## src/rtl/imm_ext_unit_if.sv

```systemverilog
// Request/response bundle for the immediate extension unit.
// The master drives requests and out_ready. The slave (the unit) drives
// in_ready and the registered result.
interface imm_ext_if #(
  parameter int DATA_W = 8,
  parameter int IMM_W  = 3
);
  localparam int PFX_W = DATA_W - IMM_W;

  logic              in_valid;
  logic              in_ready;
  logic [IMM_W-1:0]  imm_in;
  logic [1:0]        mode;
  logic              is_pfx;
  logic [PFX_W-1:0]  pfx_data;
  logic              flush;
  logic              out_valid;
  logic              out_ready;
  logic [DATA_W-1:0] imm_ext;
  logic              pfx_pending;
  logic              illegal;

  modport master (
    output in_valid, imm_in, mode, is_pfx, pfx_data, flush, out_ready,
    input  in_ready, out_valid, imm_ext, pfx_pending, illegal
  );

  modport slave (
    input  in_valid, imm_in, mode, is_pfx, pfx_data, flush, out_ready,
    output in_ready, out_valid, imm_ext, pfx_pending, illegal
  );
endinterface

```

## src/rtl/imm_ext_unit.sv

```systemverilog
// Immediate extension unit.
// - Sign-extends, zero-extends or sign-extends-and-shifts a short immediate to DATA_W.
// - A prefix request latches its upper bits, and the next non-prefix request
//   concatenates the latched bits with its immediate.
// - The result sits in a single output register with a valid/ready handshake.
// - A flush drops the held result and any latched prefix.
module imm_ext_unit #(
  parameter int DATA_W = 8,
  parameter int IMM_W  = 3
) (
  input logic      clk,
  input logic      reset,
  imm_ext_if.slave bus
);
  localparam int PFX_W = DATA_W - IMM_W;

  localparam logic [0:0] S_IDLE     = 1'b0;
  localparam logic [0:0] S_PFX_HELD = 1'b1;

  logic [0:0]        r_state;
  logic [PFX_W-1:0]  r_pfx;
  logic [DATA_W-1:0] r_imm_ext;
  logic              r_out_valid;
  logic              r_illegal;

  logic              w_in_ready;
  logic              w_accept;
  logic [DATA_W-1:0] w_sext;
  logic [DATA_W-1:0] w_zext;
  logic [DATA_W-1:0] w_result;
  logic              w_illegal;

  // The output slot is free when it is empty or is being drained this cycle.
  assign w_in_ready = !r_out_valid || bus.out_ready;
  assign w_accept   = bus.in_valid && w_in_ready && !bus.flush;

  assign w_sext = {{PFX_W{bus.imm_in[IMM_W-1]}}, bus.imm_in};
  assign w_zext = {{PFX_W{1'b0}}, bus.imm_in};

  // Select the extended value. A latched prefix overrides the mode, so an
  // illegal mode is only flagged for a stand-alone immediate.
  always_comb begin
    w_result  = {DATA_W{1'b0}};
    w_illegal = 1'b0;
    if (r_state == S_PFX_HELD) begin
      w_result  = {r_pfx, bus.imm_in};
      w_illegal = 1'b0;
    end else begin
      case (bus.mode)
        2'b00: w_result = w_sext;
        2'b01: w_result = w_zext;
        2'b10: w_result = {w_sext[DATA_W-2:0], 1'b0};
        2'b11: begin
          w_result  = {DATA_W{1'b0}};
          w_illegal = 1'b1;
        end
        default: begin
          w_result  = {DATA_W{1'b0}};
          w_illegal = 1'b0;
        end
      endcase
    end
  end

  // Prefix tracking, result register and handshake; flush outranks everything but reset.
  always_ff @(posedge clk or posedge reset) begin
    if (reset) begin
      r_state     <= S_IDLE;
      r_pfx       <= {PFX_W{1'b0}};
      r_imm_ext   <= {DATA_W{1'b0}};
      r_out_valid <= 1'b0;
      r_illegal   <= 1'b0;
    end else if (bus.flush) begin
      r_state     <= S_IDLE;
      r_pfx       <= {PFX_W{1'b0}};
      r_out_valid <= 1'b0;
      r_illegal   <= 1'b0;
    end else if (w_accept) begin
      if (bus.is_pfx) begin
        // A prefix produces no result; any previous result was drained
        // this cycle, because acceptance implies the slot is free.
        r_state     <= S_PFX_HELD;
        r_pfx       <= bus.pfx_data;
        r_out_valid <= 1'b0;
        r_illegal   <= 1'b0;
      end else begin
        r_state     <= S_IDLE;
        r_imm_ext   <= w_result;
        r_out_valid <= 1'b1;
        r_illegal   <= w_illegal;
      end
    end else begin
      // Without a new result, illegal is a single-cycle flag. It drops even
      // while the result it came with is being held.
      r_illegal <= 1'b0;
      if (bus.out_ready) begin
        r_out_valid <= 1'b0;
      end else begin
        r_out_valid <= r_out_valid;
      end
    end
  end

  assign bus.in_ready    = w_in_ready;
  assign bus.out_valid   = r_out_valid;
  assign bus.imm_ext     = r_imm_ext;
  assign bus.illegal     = r_illegal;
  assign bus.pfx_pending = (r_state == S_PFX_HELD);
endmodule

```

## src/flat_wrapper.sv

```systemverilog
// flat-port wrapper written by rule: the top's interface ports become plain ports
module imm_ext_unit_flat 
#(
  parameter int DATA_W = 8,
  parameter int IMM_W  = 3
)
  (clk, reset, bus_in_valid, bus_imm_in, bus_mode, bus_is_pfx, bus_pfx_data, bus_flush, bus_out_ready, bus_in_ready, bus_out_valid, bus_imm_ext, bus_pfx_pending, bus_illegal);
  imm_ext_if #(.DATA_W(DATA_W), .IMM_W(IMM_W)) bus_i ();
  input logic clk;
  input logic reset;
  input wire logic [$bits(bus_i.in_valid)-1:0] bus_in_valid;
  input wire logic [$bits(bus_i.imm_in)-1:0] bus_imm_in;
  input wire logic [$bits(bus_i.mode)-1:0] bus_mode;
  input wire logic [$bits(bus_i.is_pfx)-1:0] bus_is_pfx;
  input wire logic [$bits(bus_i.pfx_data)-1:0] bus_pfx_data;
  input wire logic [$bits(bus_i.flush)-1:0] bus_flush;
  input wire logic [$bits(bus_i.out_ready)-1:0] bus_out_ready;
  output wire logic [$bits(bus_i.in_ready)-1:0] bus_in_ready;
  output wire logic [$bits(bus_i.out_valid)-1:0] bus_out_valid;
  output wire logic [$bits(bus_i.imm_ext)-1:0] bus_imm_ext;
  output wire logic [$bits(bus_i.pfx_pending)-1:0] bus_pfx_pending;
  output wire logic [$bits(bus_i.illegal)-1:0] bus_illegal;
  assign bus_i.in_valid = bus_in_valid;
  assign bus_i.imm_in = bus_imm_in;
  assign bus_i.mode = bus_mode;
  assign bus_i.is_pfx = bus_is_pfx;
  assign bus_i.pfx_data = bus_pfx_data;
  assign bus_i.flush = bus_flush;
  assign bus_i.out_ready = bus_out_ready;
  assign bus_in_ready = bus_i.in_ready;
  assign bus_out_valid = bus_i.out_valid;
  assign bus_imm_ext = bus_i.imm_ext;
  assign bus_pfx_pending = bus_i.pfx_pending;
  assign bus_illegal = bus_i.illegal;
  imm_ext_unit #(.DATA_W(DATA_W), .IMM_W(IMM_W)) u_core (.clk(clk), .reset(reset), .bus(bus_i));
endmodule
```

## config.mk

```make
export PLATFORM = sky130hd
export DESIGN_NAME = imm_ext_unit_flat
export DESIGN_NICKNAME = d
export VERILOG_FILES = /design/src/rtl/imm_ext_unit_if.sv /design/src/rtl/imm_ext_unit.sv /design/src/flat_wrapper.sv
export SDC_FILE = /design/constraint.sdc
export NUM_CORES = 1
export LEC_CHECK = 0
export CORE_ASPECT_RATIO = 0.7
export CORE_MARGIN = 3
export CORE_UTILIZATION = 43
export CTS_CLUSTER_SIZE = 12
export DETAILED_ROUTE_END_ITERATION = 7
export PLACE_DENSITY = 0.77
export SETUP_SLACK_MARGIN = 0.1
export SYNTH_ARGS = -nofsm -noshare
export SYNTH_HDL_FRONTEND = slang
export SYNTH_SLANG_ARGS = --single-unit
export TNS_END_PERCENT = 10
```

## constraint.sdc

```tcl
create_clock -name clk -period 1.41 [get_ports clk]
set_input_delay 0.3525 -clock clk [delete_from_list [all_inputs] [get_ports clk]]
set_output_delay 0.3525 -clock clk [all_outputs]
set_load 0.1 [all_outputs]
```

==> metrics.yaml <==
synth_area_leader_cell: "dfrtp_1"
drt_wl_total_mm: 1.67
io_pins: 28
setup-violations-final: 1
crit_arrival_ps: 1060
switchingPower_w: 0.000705
grt_antenna_before_repair: 0
grt_max_degree: 17
ys_seq_area_share_pct: 49.5
p_int_w: 0.000933
drt_iter0_drc: 7
n_antenna_cell: 0
synth_area_um2: 810
synth_top_area_share_pct: 49.5
maxCapViolations: 0
place_inst: 120
dr.pass1.iters: 4
hpwl_mm: 1.29
vdd_drop_max_v: 0.00121
hold_violations: 0
htree_levels: 1
area_growth_pct: 56.9
slew_headroom_pct: 84.2
clkLatencyLatePin_ps: 290
ys_ff_latch: 16
r2r_start: "u_core.bus.out_valid$_DFFE_PP0P_"
cts.clk_slew.worst_paths_ps: 90
swShare_pct: 43.0
p_per_area_mw_per_mm2: 1290
violations: "setup timing"
max_freq_mhz: 707
timing.critical_path.from: "u_core.bus.out_valid$_DFFE_PP0P_"
outcome: "complete, but fails checks"
grt_pass1_wl_mm: 2.78
critPathRequiredTime_ps: 1060
seqPwrFrac_pct: 35.9
cts_max_path_buffers: 2
drive_gt1_share_pct: 24.0
vias: 611
synth_nets: 89
rsz0062_at_grt: "yes"
cts-root-buf: "clkbuf_4"
final_area_mm2: 0.00127
wire_per_inst_um: 13.3
grt_usage_pct: 15.1
post-route-period-util_pct: 100
p_clk_share_pct: 15.0
path_max_fanout: 2
place_area_mm2: 0.00123
synth_cells: 73
finalCriticalPeriod_ps: 1410
fin_nets: 121
place_congestion: 0.723
slowest_stage: "dfrtp_4"
netlist-cell-type-count: 19
fin_skew_ps: 4.32
power_w: 0.00164
core-area_mm2: 0.00168
path_class: "flop to output port"
grt_pass1_vias: 615
hold_path_class: "primary input to asynchronous set/reset pin"
synth_area_leaders: "dfrtp_1, mux2i_1, nand2b_1, inv_1, a21oi_1"
finalNonFillerCells: 125
syn_avg_cell_area_um2: 11.1
worstMarginPinSlew_ps: 235
p_comb_share_pct: 49.0
dieArea_mm2: 0.00245
cpPeakStageDelay_ps: 510
start_util_pct: 48.1
yosys_warnings: 0
clkSinkCount: 16
fillers: 119
viasPerCell: 4.89
p_leak_nw: 0.616
crit_path_start_kind: "flop"
finalMaxSlewViolations: 0
crit_path_end_kind: "output port"
fin_ws_ps: -3.54
cts_tree: "built"
die_h_um: 42.3
io_buffer_count: 27
die_x_um: 57.9
cts-buffers-inserted: 3
drcViolationCount: 0
rows: 12
globalRouteOverflowTotal: 0
drtAntennaViolNets: 0
cp_cell_sequence: "nand2b_4, buf_12"
worst max-delay path, delay by kind of cell, from the launching register on:
kind / cells / cell delay, ps
simple gates: 1 / 90
buf+inv: 1 / 170
flops: 1 / 510
cells in the final DEF (no fill, tap or decap), drive strengths merged:
| master | count |
|---|---|
| buf | 16 |
| clkdlybuf4s50 | 14 |
| mux2i | 13 |
| o21ai | 1 |
| nor4bb | 2 |
| a21oi | 7 |
| nand2 | 1 |
| inv | 10 |
| clkbuf | 4 |
| nor3b | 1 |
| o21ba | 1 |
| nand3 | 1 |
| dlygate4sd2 | 1 |
| nand2b | 12 |
| and3 | 1 |
| dfrtp | 16 |
| nor2 | 1 |
| a21boi | 1 |
| nor3 | 1 |
layer usage:
layer	up-vias	wire length [um]	global-route usage (%)
met5	-	0	0
met1	288	741	20.0
met3	3	126	5.54
met4	0	8	4.17
met2	20	789	23.2
li1	300	-	-
cells by family after synthesis:
| logic type | count (synthesis) | synth area share (%) |
|---|---|---|
| AOI/OAI and AO/OA | 10 | 7.11 |
| DFF | 16 | 49.5 |
| muxes | 13 | 16.1 |
| buffers and inverters | 14 | 8.81 |
| and+or+nand+nor | 20 | 18.5 |
power groups by stage:
stage / clock network (W) / logic [W] / registers [W]
6_report: 0.000246 / 0.000803 / 0.000589
5_1_grt: 0.000290 / 0.000829 / 0.000595
4_1_cts: 0.000257 / 0.000809 / 0.000589
3_5_place_dp: 0 / 0.000806 / 0.000597
3_3_place_gp: 0 / 0.000798 / 0.000594
2_1_floorplan: 0 / 0.000124 / 0.000942
sequential cells by signal, summed over array words and instances, names as in the netlist:
signal	cells
u_core.bus.out_valid	1
u_core.bus.illegal	1
u_core.bus.imm_ext	8
u_core.r_pfx	5
u_core.bus.pfx_pending	1
synthesized netlist by cell type:
cell type  instances
nor3_1             1
nor3b_4            1
o21ba_1            1
nor4bb_1           2
a21oi_1            7
nand2_1            1
dfrtp_1           16
nand3_1            1
mux2i_1           13
inv_1             10
o21ai_0            1
nand2b_4           1
nand2b_1          11
and3_4             1
nor2_1             1
buf_4              1
a21boi_0           1
clkbuf_1           1
buf_6              2
cell type report:
| class | instances | area (um2) | area share [%] |
|---|---|---|---|
| Tap cell | 21 | 26.3 | 2.07 |
| Timing Repair Buffer | 31 | 432 | 34.0 |
| Sequential cell | 16 | 405 | 31.9 |
| Multi-Input combinational cell | 43 | 343 | 27.0 |
| Clock buffer | 4 | 26.3 | 2.07 |
| Inverter | 10 | 37.5 | 2.96 |
path summary, 6_finish.rpt:
check	to	slack, ps	depth (start not counted)
setup reg to reg	u_core.bus.imm_ext[3]$_DFFE_PP0P_	160	5
hold / removal	u_core.bus.illegal$_DFF_PP0_	370	3
setup / recovery	bus_in_ready	-4	2
max in group asynchronous	u_core.bus.out_valid$_DFFE_PP0P_	840	3
min in group clk	u_core.r_pfx[4]$_DFFE_PP0P_	560	2
hold reg to reg	u_core.r_pfx[4]$_DFFE_PP0P_	560	2
timing repair:
item / in CTS / in global routing
hold buffers: 0 / 0
setup endpoints to repair: 3 / 5
gates resized for setup: 1 / 1
setup buffers: 1 / 0
per-stage QoR:
stage	setup TNS, ps	hold slack, ps	util, %	setup slack [ps]
after floorplan	-1390	266	-	-128
after global placement	-1090	536	73.3	-82.1
after detailed placement	-1180	546	73.3	-94.1
after CTS	-14.8	372	75.2	-14.8
after global routing	-78.3	395	75.5	-52.9
final	-3.54	367	75.5	-3.54
No activity file was read; power rests on OpenSTA's default activity.
